[src/rtl/if_fetch_unit.sv]
// Instruction-fetch stage: owns the PC, runs the cache request/response handshake, holds one instruction for IF/ID.
// Optional IF_FETCH_CNT_EN adds fetch_cnt/wait_cnt performance counters.
module if_fetch_unit #(
    parameter logic [31:0] RESET_PC  = 32'hBFC0_0000,
    parameter logic [31:0] ADEL_CODE = 32'h0000_0004
) (
    input  logic        clk,
    input  logic        rst_n,
    input  logic        stall_i,
    input  logic        flush_i,
    input  logic [31:0] flush_pc_i,
    input  logic        branch_taken_i,
    input  logic [31:0] branch_target_i,
    output logic        inst_req,
    output logic [31:0] inst_addr,
    input  logic        inst_addr_ok,
    input  logic        inst_data_ok,
    input  logic [31:0] inst_rdata,
    output logic [31:0] PC_plus4,
    output logic [31:0] Instruction,
    output logic        is_delayslot,
    output logic [31:0] if_fetch_exc_type,
    output logic        fetch_valid
`ifdef IF_FETCH_CNT_EN
    ,
    output logic [31:0] fetch_cnt,
    output logic [31:0] wait_cnt
`endif
);

    typedef enum logic [1:0] {
        S_REQ     = 2'd0,
        S_WAIT    = 2'd1,
        S_FULL    = 2'd2,
        S_DISCARD = 2'd3
    } state_t;

    state_t      state;
    logic [31:0] pc;
    logic [31:0] br_target;
    logic        pending;
    logic        br_last;
    logic [31:0] inst_q;
    logic [31:0] exc_q;
    logic        ds_q;
    logic        valid_q;

    logic        misaligned;
    logic        consume;
    logic        redirect;
    logic [31:0] redirect_pc;

    function automatic logic is_branch(input logic [31:0] word);
        logic [5:0] op;
        logic [5:0] funct;
        op    = word[31:26];
        funct = word[5:0];
        case (op)
            6'b000001, 6'b000010, 6'b000011, 6'b000100,
            6'b000101, 6'b000110, 6'b000111: is_branch = 1'b1;
            6'b000000: is_branch = (funct == 6'b001000) || (funct == 6'b001001);
            default:   is_branch = 1'b0;
        endcase
    endfunction

    assign misaligned  = (pc[1:0] != 2'b00);
    assign inst_req    = (state == S_REQ) && !misaligned;
    assign inst_addr   = pc;
    assign PC_plus4    = pc + 32'd4;
    assign consume     = valid_q && !stall_i;
    // A pulse in the same cycle as the delay-slot consume is newer than any latched target.
    assign redirect    = ds_q && (pending || branch_taken_i);
    assign redirect_pc = branch_taken_i ? branch_target_i : br_target;

    assign Instruction       = inst_q;
    assign is_delayslot      = ds_q;
    assign if_fetch_exc_type = exc_q;
    assign fetch_valid       = valid_q;

    always_ff @(posedge clk) begin
        if (!rst_n) begin
            state     <= S_REQ;
            pc        <= RESET_PC;
            br_target <= 32'd0;
            pending   <= 1'b0;
            br_last   <= 1'b0;
            inst_q    <= 32'd0;
            exc_q     <= 32'd0;
            ds_q      <= 1'b0;
            valid_q   <= 1'b0;
        end else if (flush_i) begin
            pc      <= flush_pc_i;
            pending <= 1'b0;
            br_last <= 1'b0;
            inst_q  <= 32'd0;
            exc_q   <= 32'd0;
            ds_q    <= 1'b0;
            valid_q <= 1'b0;
            // Any request the cache already accepted must have its data drained.
            case (state)
                S_REQ:     state <= (inst_req && inst_addr_ok) ? S_DISCARD : S_REQ;
                S_WAIT:    state <= inst_data_ok ? S_REQ : S_DISCARD;
                S_DISCARD: state <= inst_data_ok ? S_REQ : S_DISCARD;
                default:   state <= S_REQ;
            endcase
        end else begin
            if (branch_taken_i && !consume) begin
                pending   <= 1'b1;
                br_target <= branch_target_i;
            end
            case (state)
                S_REQ: begin
                    if (misaligned) begin
                        state   <= S_FULL;
                        valid_q <= 1'b1;
                        inst_q  <= 32'd0;
                        exc_q   <= ADEL_CODE;
                        ds_q    <= br_last;
                    end else if (inst_addr_ok) begin
                        state <= S_WAIT;
                    end
                end
                S_WAIT: begin
                    if (inst_data_ok) begin
                        state   <= S_FULL;
                        valid_q <= 1'b1;
                        inst_q  <= inst_rdata;
                        exc_q   <= 32'd0;
                        ds_q    <= br_last;
                    end
                end
                S_FULL: begin
                    if (consume) begin
                        state   <= S_REQ;
                        valid_q <= 1'b0;
                        inst_q  <= 32'd0;
                        exc_q   <= 32'd0;
                        ds_q    <= 1'b0;
                        br_last <= (exc_q == 32'd0) && is_branch(inst_q);
                        if (redirect) begin
                            pc      <= redirect_pc;
                            pending <= 1'b0;
                        end else begin
                            pc <= pc + 32'd4;
                        end
                    end
                end
                S_DISCARD: begin
                    if (inst_data_ok) begin
                        state <= S_REQ;
                    end
                end
                default: state <= S_REQ;
            endcase
        end
    end

`ifdef IF_FETCH_CNT_EN
    always_ff @(posedge clk) begin
        if (!rst_n) begin
            fetch_cnt <= 32'd0;
            wait_cnt  <= 32'd0;
        end else begin
            if (consume && !flush_i && (exc_q == 32'd0)) begin
                fetch_cnt <= fetch_cnt + 32'd1;
            end
            if (state != S_FULL) begin
                wait_cnt <= wait_cnt + 32'd1;
            end
        end
    end
`endif

endmodule

[config.mk]
export PLATFORM = sky130hd
export DESIGN_NAME = if_fetch_unit
export DESIGN_NICKNAME = d
export VERILOG_FILES = /design/src/rtl/if_fetch_unit.sv
export SDC_FILE = /design/constraint.sdc
export NUM_CORES = 1
export LEC_CHECK = 0
export ABC_AREA = 1
export CORE_MARGIN = 4
export CORE_UTILIZATION = 49
export CTS_BUF_LIST = sky130_fd_sc_hd__clkbuf_4
export DETAILED_ROUTE_END_ITERATION = 7
export HOLD_SLACK_MARGIN = 0.1
export PLACE_DENSITY = 0.95
export SLEW_MARGIN = 20
export SYNTH_ARGS = -nofsm -noshare
export SYNTH_HDL_FRONTEND = slang
export SYNTH_SLANG_ARGS = --single-unit
[constraint.sdc]
create_clock -name clk -period 3.4 [get_ports clk]
set_input_delay 0.34 -clock clk [delete_from_list [all_inputs] [get_ports clk]]
set_output_delay 0.34 -clock clk [all_outputs]
set_load 0.1 [all_outputs]
Word-level counts from Yosys, hierarchy flattened
Index checks and enable logic that the tools add are counted.

storage, ports and cells
  logic and storage cells = 95
  flip-flop bits (word level) = 134
  memory bits (writable) = 0
  memory bits (read-only) = 0
  input port bits = 103
  memories = 0
  output and inout bits = 131
  latch bits = 0

cells by class
  divide/modulo/power cells = 0
  bitwise operators = 2
  reductions and logical operators = 26
  equality and inequality tests = 19
  muxes and demuxes = 38
  add/subtract/negate cells = 1
  $lt $le $gt $ge = 0
  shift-type cells = 0
  multiply operators = 0

operators by type and width
  cell                   count
  $mux 32                10
  $pmux 32 s3            2
  $add 32x3->32 const B  1
  $logic_not 32->1       1
  $eq 6x3->1 const B     4
  $mux 2                 8
  $mux 1                 13
  $eq 6x2->1 const B     2
  $eq 6x4->1 const B     2
  $ne 3x3->1 const B     3
  $pmux 2 s4             1
  $reduce_and 4->1       2
  $reduce_or 7->1        1
  $eq 6x1->1 const B     1
  $logic_and 1x1->1      6
  $logic_not 6->1        1
  $ne 2x2->1 const B     3
  $pmux 1 s3             2
  $reduce_and 2->1       3
  $reduce_bool 2->1      3
  $eq 2x2->1 const B     2
  $ne 4x4->1 const B     1
  $pmux 2 s2             1
  $reduce_or 2->1        2
  7 further kinds        11

Logic depth before layout (Yosys ltp)
  word-level depth = 8
  depth in mapped cells = 12
  gate-level depth less buffers = 12

Worst setup path before layout
No wires, ideal clock.

  path type = reg-to-reg
  start point = register pc[2], in the netlist inst_addr[2]
  end point = register pc[9], in the netlist inst_addr[9]
  setup slack = -0.693 ns
  clock period less this slack = 4.093 ns
  required time = 3.328 ns
  arrival time = 4.021 ns
  buffers on the path = 0
  cell stages (with the launch flop) = 7
  library setup time = 0.072 ns
  cell sequence = dfxtp_1 > inv_1 > nor2_2 > nand2_2 > xnor2_1 > nand2_1 > a21oi_1

between the ends
  longest elaborated chain between the ends = 5

RTL lines
  what                    line  text
  start, declared         39    logic [31:0] pc;
  start signal, assigned  92    pc <= flush_pc_i;
  start signal, assigned  141   pc <= redirect_pc;
  start signal, assigned  144   pc <= pc + 32'd4;
  $add 32x3->32           --
  named net PC_plus4[9]   19    output logic [31:0] PC_plus4,
  $mux 32                 140   if (redirect) begin
  $mux 32                 133   if (consume) begin
  $mux 32                 111   case (state)
  $mux 32                 91    end else if (flush_i) begin

The timed path passes the listed nets, and every way through them passes these cells. The select of a mux whose other input is x is not followed.
A chain may end at the register's enable or synchronous reset.

Worst setup path after layout
  start point = register pc[3], in the netlist inst_addr[3]
  end point = output PC_plus4[22]

between the ends
  longest elaborated chain between the ends = 1

RTL lines
  what           line  text
  $add 32x3->32  69    assign PC_plus4 = pc + 32'd4;
  end, declared  19

Every way passes these cells.

==> key figures <==
Global routing
  • Largest net degree at the start of global routing: 60
  • GR met2 Demand/Resource: 0.470
  • GR Layer Usage met3: 0.0979
  • Met1 Use GR: 0.313
  • Vias in the first global route: 6324
  • Initial antenna violation count: 0
  • Aggregate global-route resource usage: 0.275
  • GRT Residual Overflow: 0
  • Most crowded layer after global routing: met2
  • Global-route wire length before repair: 31500 um

Floorplanning
  • Horiz. Die Dim: 118 um
  • Num ports: 234
  • Starting utilization of the core area: 0.510
  • Die outline area: 14000 um2
  • Die boundary height: 118 um
  • Row Count: 39
  • Core outline area: 11700 um2

Timing
  • Final count of hold timing violations: 0
  • Final critical-path required period: 2740 ps
  • Max_slew headroom: 0.309
  • Number of slew-limit violations in the final report: 0
  • Post-route setup TNS: 0 ps
  • Clock skew: 19.7 ps
  • Setup violation total in the final timing report: 0
  • Final worst-path cycle share: 0.807
  • RSZ-0062 raised after global routing: no
  • Worst slew pin tran: 1030 ps
  • Final WS setup: 656 ps
  • Maximum operating frequency: 364 MHz

Final layout
  • Cell area after layout: 8070 um2
  • Number of antenna repair diodes: 0
  • FILL cells: 981
  • Fraction of final layout cells with drive strength greater than 1: 0.0943
  • Synth-to-Final Area Change: 35.6%
  • Most common cell after layout, fill and taps aside: nand2_1
  • Area occupied by registers: 2060 um2
  • Utilization after layout: 0.692
  • Multi-input combinational cell area: 3350 um2
  • Most used cells in the layout excluding fill and tap cells: 244 x nand2_1, 172 x clkdlybuf4s50_1, 102 x dfxtp_1, 93 x nor2_1, 82 x a21oi_1
  • Nets: 1185

Pwr
  • Peak VDD IR: 0.000391 V
  • Net switching fraction of the power: 0.471
  • Leakage: 0.00332 uW
  • Psw: 1790 uW
  • Internal: 2000 uW
  • Overall power: 3790 uW
  • Combinational fraction of design power: 0.436
  • Portion of total power attributed to sequential cells: 0.364
  • Cell area power density: 469 nW/um2
  • Fraction of power consumed by the clock network: 0.201

Clock network
  • Number of buffers inserted to repair setup after CTS: 0
  • TritonCTS Buffers: 9
  • Sinks on Clock Net: 103
  • Longest Clk Path Bufs: 2
  • Clock insertion delay at the later pin of the skew report: 500 ps
  • Number of hold-repair buffers added at the cts stage: 0
  • Cell at the root of the clock tree: clkbuf_4
  • TritonCTS clock tree: yes
  • Post-cts resize count: 0
  • Clock-pin slew of the registers on the worst-case setup and hold paths: 180 ps
  • Number of levels the H-tree was split into: 3

Routing
  • Detailed-route DRC error count: 0
  • Total routed wirelength: 19800 um
  • Per-cell via count in the routed design: 5.33
  • Detailed Route Iter0 Violations: 633
  • Count of vias placed by the detailed router: 6533
  • Number of nets with antenna violations after detailed routing: 0
  • Length of the first detailed-routing pass in iterations: 5
  • Per-cell routed wire length: 16.2 um

Yosys
  • Seq cells post-synth: 103
  • Synthesized area per cell: 6.58 um2
  • Post-synth top area cell: dfxtp_1
  • Netlist cell types: 34
  • Yosys warning count: 0
  • Portion of the post-synthesis area used by sequential elements: 0.346
  • Post-synthesis instance area: 5950 um2
  • Post-Synthesis Cells: 905
  • Share of Yosys cell area claimed by the top area cell type: 0.346
  • Cells taking the most area after synthesis: dfxtp_1 35%, nand2_1 15%, a21oi_1 6.9%

Outcome
  • Outcome: complete, no violations

Placement
  • Final Wtd Congestion: 0.947
  • Half-perimeter wire length of the detailed placement result: 15200 um
  • Pre-CTS worst setup slack: 785 ps
  • Count of buffers from port buffering: 202
  • Total placed instance area: 7900 um2

Worst hold path
  • HP Class: input pin to flop
  • Worst Hold Path EP: Instruction[29]$_SDFFE_PP0P_
  • Hold Crit Start: inst_rdata[29]
  • Number of instances on the worst hold path: 3

Setup path
  • Critical Setup Path Class: flop to output port
  • Depth of the worst register-to-register path: 9
  • Worst EP required: 3060 ps
  • Capturing element type of the critical path: output port
  • Endpoint of the worst-slack reg-to-reg timing path: inst_addr[20]$_SDFFE_PN0P_
  • Endpoint arrival time on the critical path: 2400 ps
  • Delay contributed by the slowest stage of the critical path: 460 ps
  • CP Launch Type: flop
  • Critical Path Fanout Max: 5
  • Worst path cell trace: ha_1 > nand3_2 > inv_2 > nand2_4 > nor2_4 > nand3_1 > nand2_1 > buf_4
  • Startpoint of the most critical register-to-register path: state[0]$_SDFFE_PN0P_
  • CP max stage cell: dfxtp_1
  • Setup slack of the worst register-to-register path: 1210 ps

Job
  • Max-cap viol count: 0
[synthesized netlist by cell type (all sizes together)]
cell,instances
nand3,60
nor4,1
buf,53
clkinv,1
nand3b,1
clkbuf,28
ha,5
a21oi,82
o21bai,1
a211oi,32
conb,1
nand4,5
nor3,4
o21ai,72
xnor2,6
and2,3
nand2,249
o211ai,4
nor2,108
dfxtp,103
xor2,10
inv,76
[critical path, delay by kind of cell, from the launching register on]
family / cells / cell delay [ps]
buf+inv: 2 / 430
flops: 1 / 460
simple gates: 5 / 670
fa+ha+maj: 1 / 340
[layout make-up]
cell class,instances,share of cell area
Multi-Input combinational cell,674,0.415
Timing Repair Buffer,212,0.250
Inverter,77,0.0363
Tap cell,143,0.0222
Sequential cell,103,0.256
Clock buffer,10,0.00930
Clock inverter,6,0.0113
[worst max-delay path by stage]
stage | from | end | slack, ps | cells past startpoint
after floorplan | inst_addr[3]$_SDFFE_PN0P_ | inst_addr[4]$_SDFFE_PN0P_ | 40 | 6
after global placement | flush_i | inst_addr[27]$_SDFFE_PN1P_ | 890 | 9
after detailed placement | branch_taken_i | br_target[5]$_SDFFE_PN0P_ | 780 | 3
after CTS | inst_addr[3]$_SDFFE_PN0P_ | PC_plus4[22] | 610 | 8
after global routing | inst_addr[3]$_SDFFE_PN0P_ | PC_plus4[16] | 500 | 6
final | inst_addr[3]$_SDFFE_PN0P_ | PC_plus4[22] | 660 | 8
[kinds of logic after synthesis]
| kind of cell | Yosys count | share of synthesized area |
|---|---|---|
| buf+inv | 158 | 0.126 |
| compound gates | 191 | 0.177 |
| fa+ha+maj | 5 | 0.0105 |
| other cells | 1 | 0.000630 |
| xor+xnor | 16 | 0.0324 |
| simple gates | 431 | 0.308 |
| flops | 103 | 0.346 |
[power groups by stage]
stage	clock (uW)	sequential, uW	combinational [uW]
2_1_floorplan	0	1720	937
3_3_place_gp	0	1400	1630
3_5_place_dp	0	1400	1640
4_1_cts	769	1380	1650
5_1_grt	807	1390	1740
6_report	760	1380	1650
[routing by layer]
| layer | wire (um) | up-vias |
|---|---|---|
| met5 | 0 | - |
| met4 | 663 | 0 |
| met3 | 2290 | 49 |
| met2 | 9400 | 353 |
| met1 | 7470 | 2916 |
| li1 | - | 3215 |
[through the flow]
| stage | instances | hold WS (ps) |
|---|---|---|
| after floorplan | 935 | 434 |
| after global placement | 1209 | 448 |
| after detailed placement | 1209 | 451 |
| after CTS | 1225 | 363 |
| after global routing | 1225 | 376 |
| final | 1225 | 379 |
[registers in the layout, indices dropped and copies added (netlist names)]
name / count
Instruction: 32
br_target: 32
inst_addr: 32
state: 2
br_last: 1
fetch_valid: 1
if_fetch_exc_type: 1
is_delayslot: 1
pending: 1
(Power assumes the default switching activity.)
